===== config.mk =====
export PLATFORM = sky130hd
export DESIGN_NAME = lfsr_encrypt_engine
export DESIGN_NICKNAME = d
export VERILOG_FILES = /design/src/rtl/lfsr_encrypt_engine.sv
export SDC_FILE = /design/constraint.sdc
export NUM_CORES = 1
export LEC_CHECK = 0
export ABC_AREA = 1
export CORE_ASPECT_RATIO = 0.7
export CORE_MARGIN = 5
export CORE_UTILIZATION = 40
export DETAILED_ROUTE_END_ITERATION = 8
export PLACE_DENSITY_LB_ADDON = 0.12
export RECOVER_POWER = 100
export SYNTH_ARGS = -nofsm -noshare
export SYNTH_HDL_FRONTEND = slang
export SYNTH_SLANG_ARGS = --single-unit

===== constraint.sdc =====
create_clock -name clk -period 2.2 [get_ports clk]
set_input_delay 0.44 -clock clk [delete_from_list [all_inputs] [get_ports clk]]
set_output_delay 0.44 -clock clk [all_outputs]
set_load 0.05 [all_outputs]

===== src/rtl/lfsr_encrypt_engine.sv =====
// lfsr_encrypt_engine
//
// Encrypts the plaintext message held in data memory (DM) with a 7-bit LFSR
// keystream. The results are 64 parity-tagged ciphertext bytes written to
// DM[OUT_BASE .. OUT_BASE+NUM_CHARS-1].
//
// DM layout read by the engine:
//   DM[MSG_BASE .. MSG_BASE+MSG_MAX-1]  message bytes
//   DM[PRE_ADDR]                        pre_length (low 6 bits used)
//   DM[TAP_ADDR]                        LFSR tap pattern (low 7 bits)
//   DM[SEED_ADDR]                       LFSR start state (low 7 bits)
//
// Ports:
//   clk         system clock, all state on the rising edge
//   init        synchronous active-high reset, aborts a run at any time
//   req         held high while idle; a 1->0 transition starts a run
//   ack         registered run-complete flag
//   dm_addr     DM address (read address, or write address when dm_wr_en=1)
//   dm_rd_data  DM read data, combinational read of dm_addr
//   dm_wr_en    single-cycle DM write strobe
//   dm_wr_data  DM write data
//
// Handshake: req idles high. The engine registers req and starts when it sees
// the registered copy high while the live value is low. req is ignored for the
// rest of the run. When all bytes are written, ack rises and stays high until
// req is sampled high again; on that edge the engine returns to IDLE and ack
// drops. Another run needs another 1->0 transition on req.
//
// Optional build macro: LFSR_ZERO_SEED_GUARD_EN
//   When defined, a zero seed is replaced by 7'h01 so the LFSR cannot lock up.
//   When undefined, a zero seed is used as-is (keystream stays zero).

module lfsr_encrypt_engine #(
  parameter int         MSG_BASE  = 0,
  parameter int         MSG_MAX   = 61,
  parameter int         PRE_ADDR  = 61,
  parameter int         TAP_ADDR  = 62,
  parameter int         SEED_ADDR = 63,
  parameter int         OUT_BASE  = 64,
  parameter int         NUM_CHARS = 64,
  parameter logic [7:0] PAD_CHAR  = 8'h20
) (
  input  logic       clk,
  input  logic       init,
  input  logic       req,
  output logic       ack,
  output logic [7:0] dm_addr,
  input  logic [7:0] dm_rd_data,
  output logic       dm_wr_en,
  output logic [7:0] dm_wr_data
);

  typedef enum logic [2:0] {
    IDLE    = 3'd0,
    LD_PRE  = 3'd1,
    LD_TAP  = 3'd2,
    LD_SEED = 3'd3,
    RD      = 3'd4,
    WR      = 3'd5,
    DONE    = 3'd6
  } state_t;

  state_t     state;
  state_t     state_nxt;

  logic       req_q;
  logic [5:0] pre;
  logic [6:0] taps;
  logic [6:0] lfsr;
  logic [6:0] i;
  logic [6:0] pt;

  logic [6:0] src_idx;
  logic       pad;
  logic [6:0] seed_val;
  logic [6:0] ct;
  logic       msb_unused;

  // Plaintext bit 7 plays no part in the ciphertext.
  assign msb_unused = dm_rd_data[7];

  // Source index is only meaningful once i >= pre, so the subtraction cannot
  // wrap in the cases where it is used.
  assign src_idx = i - {1'b0, pre};
  assign pad     = (i < {1'b0, pre}) || (src_idx >= 7'(MSG_MAX));
  assign ct      = pt ^ lfsr;

`ifdef LFSR_ZERO_SEED_GUARD_EN
  assign seed_val = (dm_rd_data[6:0] == 7'd0) ? 7'h01 : dm_rd_data[6:0];
`else
  assign seed_val = dm_rd_data[6:0];
`endif

  // State and datapath registers.
  always_ff @(posedge clk) begin
    if (init) begin
      state <= IDLE;
      req_q <= 1'b0;
      ack   <= 1'b0;
      pre   <= '0;
      taps  <= '0;
      lfsr  <= '0;
      i     <= '0;
      pt    <= '0;
    end else begin
      state <= state_nxt;
      req_q <= req;
      // ack follows DONE one edge later and drops on the edge req is seen high.
      ack   <= (state == DONE) && !req;
      case (state)
        LD_PRE:  pre  <= dm_rd_data[5:0];
        LD_TAP:  taps <= dm_rd_data[6:0];
        LD_SEED: begin
          lfsr <= seed_val;
          i    <= '0;
        end
        RD:      pt   <= pad ? PAD_CHAR[6:0] : dm_rd_data[6:0];
        WR: begin
          lfsr <= {lfsr[5:0], ^(lfsr & taps)};
          i    <= i + 7'd1;
        end
        default: ;
      endcase
    end
  end

  // Next-state and DM interface decode.
  always_comb begin
    state_nxt  = state;
    dm_addr    = '0;
    dm_wr_en   = 1'b0;
    dm_wr_data = '0;
    case (state)
      IDLE: begin
        if (req_q && !req) state_nxt = LD_PRE;
      end
      LD_PRE: begin
        dm_addr   = 8'(PRE_ADDR);
        state_nxt = LD_TAP;
      end
      LD_TAP: begin
        dm_addr   = 8'(TAP_ADDR);
        state_nxt = LD_SEED;
      end
      LD_SEED: begin
        dm_addr   = 8'(SEED_ADDR);
        state_nxt = RD;
      end
      RD: begin
        // Padding slots leave the address at 0 so no out-of-message read appears.
        if (!pad) dm_addr = 8'(MSG_BASE) + {1'b0, src_idx};
        state_nxt = WR;
      end
      WR: begin
        dm_addr    = 8'(OUT_BASE) + {1'b0, i};
        dm_wr_en   = 1'b1;
        dm_wr_data = {^ct, ct};
        state_nxt  = (i == 7'(NUM_CHARS - 1)) ? DONE : RD;
      end
      DONE: begin
        if (req) state_nxt = IDLE;
      end
      default: state_nxt = IDLE;
    endcase
  end

endmodule


==> flow_summary.ini, run 1 <==
[detailed_routing]
wl_per_cell_um = 13.3
drt_iter0_drc = 161
vias = 2633
wirelength_mm = 7.16
vias_per_cell = 4.88
first_pass_iters = 5
drc = 0
postRouteAntennaNets = 0

[global_route]
met3_usage_pct = 2.70
grt_antenna_before_repair = 0
grt_pass1_vias = 2428
grt_first_pass_wirelength_mm = 11.9
grt_max_degree = 27
grt_use_met2_pct = 24.9
busiest_layer = met1
grt_usage_pct = 17.4
met1_usage_pct = 27.3
overflow = 0

[hold_path]
min_path_type = register to register
hold_depth = 2

[sta]
hold_slack_ps = 465
skew_ps = 4.16
tightest_slew_ps = 596
post-route-min-period_ps = 2640
fin_ws_ps = -438
setup_tns_ps = -2570
fin_crit_sh_pct = 120
fmax_mhz = 379
hold_viol_final = 0
max-slew-margin-rel_pct = 60.3
final_max_slew_viol_count = 0
rsz0062_at_grt = yes
setup_viol_count_final = 6

[layout]
fillCellCount = 623
final_nets = 469
final_design_area_no_fill_mm2 = 0.00359
seq_area_um2 = 800
diodes = 0
final_layout_size_suffix_gt1_share_pct = 27.5
layout_common_cells = nand2_1 (95), inv_1 (48), a21oi_1 (33)
multi_input_area_mm2 = 0.00178
final_common_cell = nand2_1
syn_to_final_growth_pct = 34.2
utilization_pct = 56.3

[power]
ir_drop_uv = 396
p_leak_nw = 1.46
finalPower_mw = 2.48
power_density_mw_per_mm2 = 692

[floorplan]
chipWidth_um = 108
die_area_mm2 = 0.00845
ios = 29
die_h_um = 78.4
initial_core_util_pct = 42.0
placementRows = 24
core_mm2 = 0.00637

[cts]
postCtsHoldBufs = 0
clkTransAtPathRegs_ps = 80
cts_buffers = 5
cts_num_sinks = 39
cts_tree = yes
cts_max_level = 2
clockBufferDepth = 2
cts-root-buf = clkbuf_8
clkLatencyLatePin_ps = 300

[critical_path]
cp-end-kind = output port
cp_cell_sequence = inv_2, ha_4, fa_2, inv_2, nand3_2, nand4_2, nand2_2, nor2_8, nand3_2, a21oi_4, buf_12
path_buf_inv = 3
critPathMaxStageDelay_ps = 340
path_delay_family = simple AND/OR/NAND/NOR gates
worstSetupPathType = register to output port
path_depth = 11
required_ps = 1760
arrival_ps = 2200
critPathSlowestCell = dfxtp_2
rr_worst_depth = 13
crit_path_start_kind = register
crit_fanout = 7

[logic_synthesis]
yosysTopAreaCell = dfxtp_1
muxShareOfSynthArea_pct = 0
synth_seq_area_share_pct = 29.2
synth_async_sr_flop_share_pct = 0
synthAdderAreaFrac_pct = 5.43
syn-cell-area_mm2 = 0.00267
synthesis.nets = 421
synth_seq_cells = 39
synth_compound_area_share_pct = 15.3
synth-edff-count = 0
yosys.area_share.simple_pct = 34.6
synthTopCellsByArea = dfxtp_1 (29%), nand2_1 (14%), a21oi_1 (7.5%), inv_1 (6.6%), nand3_1 (5.4%)
synth_top_family_by_area = simple AND/OR/NAND/NOR gates
netlist-cell-type-count = 32
synth_top_area_share_pct = 29.2
synth-main-ff-cell = dfxtp_1
yosys_warnings = 0
avgSynthCellArea_um2 = 6.70
synthCells = 399
synth_xor_area_share_pct = 3.93

[placed_design]
port_buffers = 27
dp_hpwl_mm = 5.54
gp_congestion = 0.830
placed_area_mm2 = 0.00344

[flow_run]
cap_violations = 0

[outcome]
violations = negative setup slack
status = finished, violations left
==> power by group <==
part / total, mW / switching, mW / internal (mW)
Combinational: 1.08 / 0.676 / 0.408
Clock: 0.610 / 0.272 / 0.338
Sequential: 0.791 / 0.0403 / 0.751
Total: 2.48 / 0.988 / 1.50
==> path summary, 6_finish.rpt <==
path | slack [ps] | endpoint | start
max | -440 | dm_addr[0] | i[0]
min | 460 | taps[2] | taps[2]
max reg2reg | 50 | pt[5] | i[0]
min reg2reg | 460 | taps[2] | taps[2]
==> flip-flops by register name, summed over array words and instances, names as in the netlist <==
| register | count |
|---|---|
| ack | 1 |
| req_q | 1 |
| taps | 7 |
| pt | 7 |
| state | 3 |
| i | 7 |
| pre | 6 |
| lfsr | 7 |
==> timing repair <==
action	CTS	global route
pin swaps	1	9
buffers inserted	2	2
setup endpoints to repair	6	15
gates resized for setup	0	30
hold endpoints to repair	0	0
==> cell families after synthesis <==
kind of cell / count (synthesis)
xor+xnor: 12
fa+ha+maj: 11
simple gates: 191
compound gates: 76
buf+inv: 70
flops: 39
==> metrics by stage <==
stage / instances / setup WS [ps]
6_report: 539 / -438
5_1_grt: 539 / -533
4_1_cts: 538 / -441
3_5_place_dp: 528 / -119
3_3_place_gp: 528 / -96.6
2_1_floorplan: 399 / -167
==> tightest hold or removal path, cell delays in order, from the launching register on <==
cell and delay (ps):
dfxtp_1 310, nand2_1 60, a21oi_1 50
==> layout make-up <==
cell class,instances,area share (%)
Clock buffer,5,1.92
Clock inverter,3,1.22
Inverter,57,5.96
Multi-Input combinational cell,290,49.6
Sequential cell,39,22.3
Tap cell,91,3.17
Timing Repair Buffer,54,15.9
==> layer usage <==
| metal | wire length [um] | vias to the layer above |
|---|---|---|
| li1 | - | 1378 |
| met1 | 3840 | 1191 |
| met2 | 2920 | 57 |
| met3 | 355 | 7 |
| met4 | 51 | 0 |
| met5 | 0 | - |
==> cell usage after synthesis, types with 2 or more instances <==
| cell type | number |
|---|---|
| xor2_1 | 2 |
| o21ai_0 | 27 |
| nor2_1 | 33 |
| nand3_2 | 13 |
| a21oi_1 | 40 |
| nand4_1 | 2 |
| inv_2 | 10 |
| buf_2 | 5 |
| clkbuf_1 | 5 |
| nor2_4 | 3 |
| xnor2_1 | 10 |
| inv_1 | 47 |
| buf_12 | 2 |
| nand3_1 | 29 |
| dfxtp_1 | 39 |
| nand3b_1 | 2 |
| a21oi_2 | 5 |
| ha_1 | 10 |
| nand2_1 | 98 |
| nand2_2 | 5 |
Note: power is estimated with default switching activity, not from simulation.
==> run 2, diff against run 1 <==
--- a/config.mk
+++ b/config.mk
@@ -9,9 +9,11 @@
 export CORE_ASPECT_RATIO = 0.7
 export CORE_MARGIN = 5
 export CORE_UTILIZATION = 40
+export CTS_CLUSTER_SIZE = 24
 export DETAILED_ROUTE_END_ITERATION = 8
 export PLACE_DENSITY_LB_ADDON = 0.12
 export RECOVER_POWER = 100
+export REMOVE_ABC_BUFFERS = 1
 export SYNTH_ARGS = -nofsm -noshare
 export SYNTH_HDL_FRONTEND = slang
 export SYNTH_SLANG_ARGS = --single-unit
==> flow_summary.ini, run 2 (synthesis gave the netlist of run 1 again) <==
[detailed_routing]
drc = 0
vias = 2643
first_pass_iters = 4
vias_per_cell = 4.92
drt_iter0_drc = 138
postRouteAntennaNets = 0
wl_per_cell_um = 13.3
wirelength_mm = 7.14

[floorplan]
die_area_mm2 = 0.00845
initial_core_util_pct = 42.0
placementRows = 24
core_mm2 = 0.00637
chipWidth_um = 108
die_h_um = 78.4
ios = 29

[global_route]
grt_usage_pct = 17.3
grt_max_degree = 24
grt_antenna_before_repair = 0
grt_first_pass_wirelength_mm = 11.6
overflow = 0
grt_pass1_vias = 2281

[placed_design]
dp_hpwl_mm = 5.58
port_buffers = 27
gp_congestion = 0.879
dp.cells = 527

[critical_path]
worstSetupPathType = register to output port
crit_path_start_kind = register
crit_fanout = 7
cp-end-kind = output port
arrival_ps = 2200
required_ps = 1760

[sta]
final_max_slew_viol_count = 0
rsz0062_at_grt = yes
fin_ws_ps = -442
skew_ps = 3.77
tightest_slew_ps = 773
max-slew-margin-rel_pct = 48.4
fmax_mhz = 379
setup_tns_ps = -3480
hold_slack_ps = 466
post-route-min-period_ps = 2640
fin_crit_sh_pct = 120
setup_viol_count_final = 14
hold_viol_final = 0

[layout]
final_layout_size_suffix_gt1_share_pct = 25.6
final_common_cell = nand2_1
final_cells = 537
diodes = 0
utilization_pct = 55.9
fillCellCount = 636
layout_common_cells = nand2_1 (97), inv_1 (46), a21oi_1 (34)
syn_to_final_growth_pct = 33.1
final_nets = 468

[cts]
cts-root-buf = clkbuf_8
cts_tree = yes
cts_max_level = 2
clkTransAtPathRegs_ps = 70
clockBufferDepth = 2
cts_buffers = 5
cts_num_sinks = 39
clkLatencyLatePin_ps = 290

[power]
p_leak_nw = 1.45
ir_drop_uv = 308
power_density_mw_per_mm2 = 644
finalPower_mw = 2.29

[outcome]
status = finished, violations left
violations = negative setup slack

[flow_run]
cap_violations = 0

[hold_path]
min_path_type = register to register
[run 2: stage by stage]
step	setup slack, ps	area (um2)
6_report	-442	3560
5_1_grt	-567	3560
4_1_cts	-451	3450
3_5_place_dp	-280	3310
3_3_place_gp	-259	3310
2_1_floorplan	-659	2580
[run 2: power breakdown]
part / switching (mW) / total (mW) / leakage [nW] / internal (mW)
Clock: 0.247 / 0.493 / 0.0470 / 0.246
Sequential: 0.0401 / 0.792 / 0.319 / 0.752
Combinational: 0.625 / 1.01 / 1.09 / 0.382
Total: 0.912 / 2.29 / 1.45 / 1.38
[run 2: worst max-delay path, cell delays in order (launching register included)]
cell and delay (ps):
dfxtp_2 340, inv_2 40, ha_4 150, fa_2 540, nand2_1 50, inv_1 40
nor2_1 40, nand3_1 90, nor2_2 60, nand2_4 130, nand3_2 90, a21oi_2 180
buf_12 160
[run 2: layout make-up]
class                   count  area (um2)  area share (%)
multi-input cells         290        1730            48.5
flip-flops and latches     39         792            22.2
clock buffers               6        82.6            2.32
well taps                  91         114            3.20
inverters                  57         214            6.01
repair buffers             53         626            17.6
clock inverters             1        5.00           0.141
[run 2: metal layers]
layer	GRT usage [%]	wire length (um)	up-vias
met3	2.95	410	7
met5	0	0	-
met4	3.15	57	0
met1	28.1	3760	1205
met2	23.4	2910	55
li1	-	-	1376
[run 2: repair_timing]
action,in CTS,in global routing
hold endpoints to repair,0,0
gates resized for setup,14,23
hold buffers,0,0
endpoints found under the setup margin,8,9
buffers inserted,2,1
cloned,0,0
pin swaps,15,10
[run 2: final timing paths]
check | start | slack, ps | depth (start not counted) | to
max | i[0] | -440 | 12 | dm_addr[0]
min | taps[6] | 470 | 2 | taps[6]
max reg2reg | state[1] | 70 | 7 | i[3]
min reg2reg | taps[6] | 470 | 2 | taps[6]
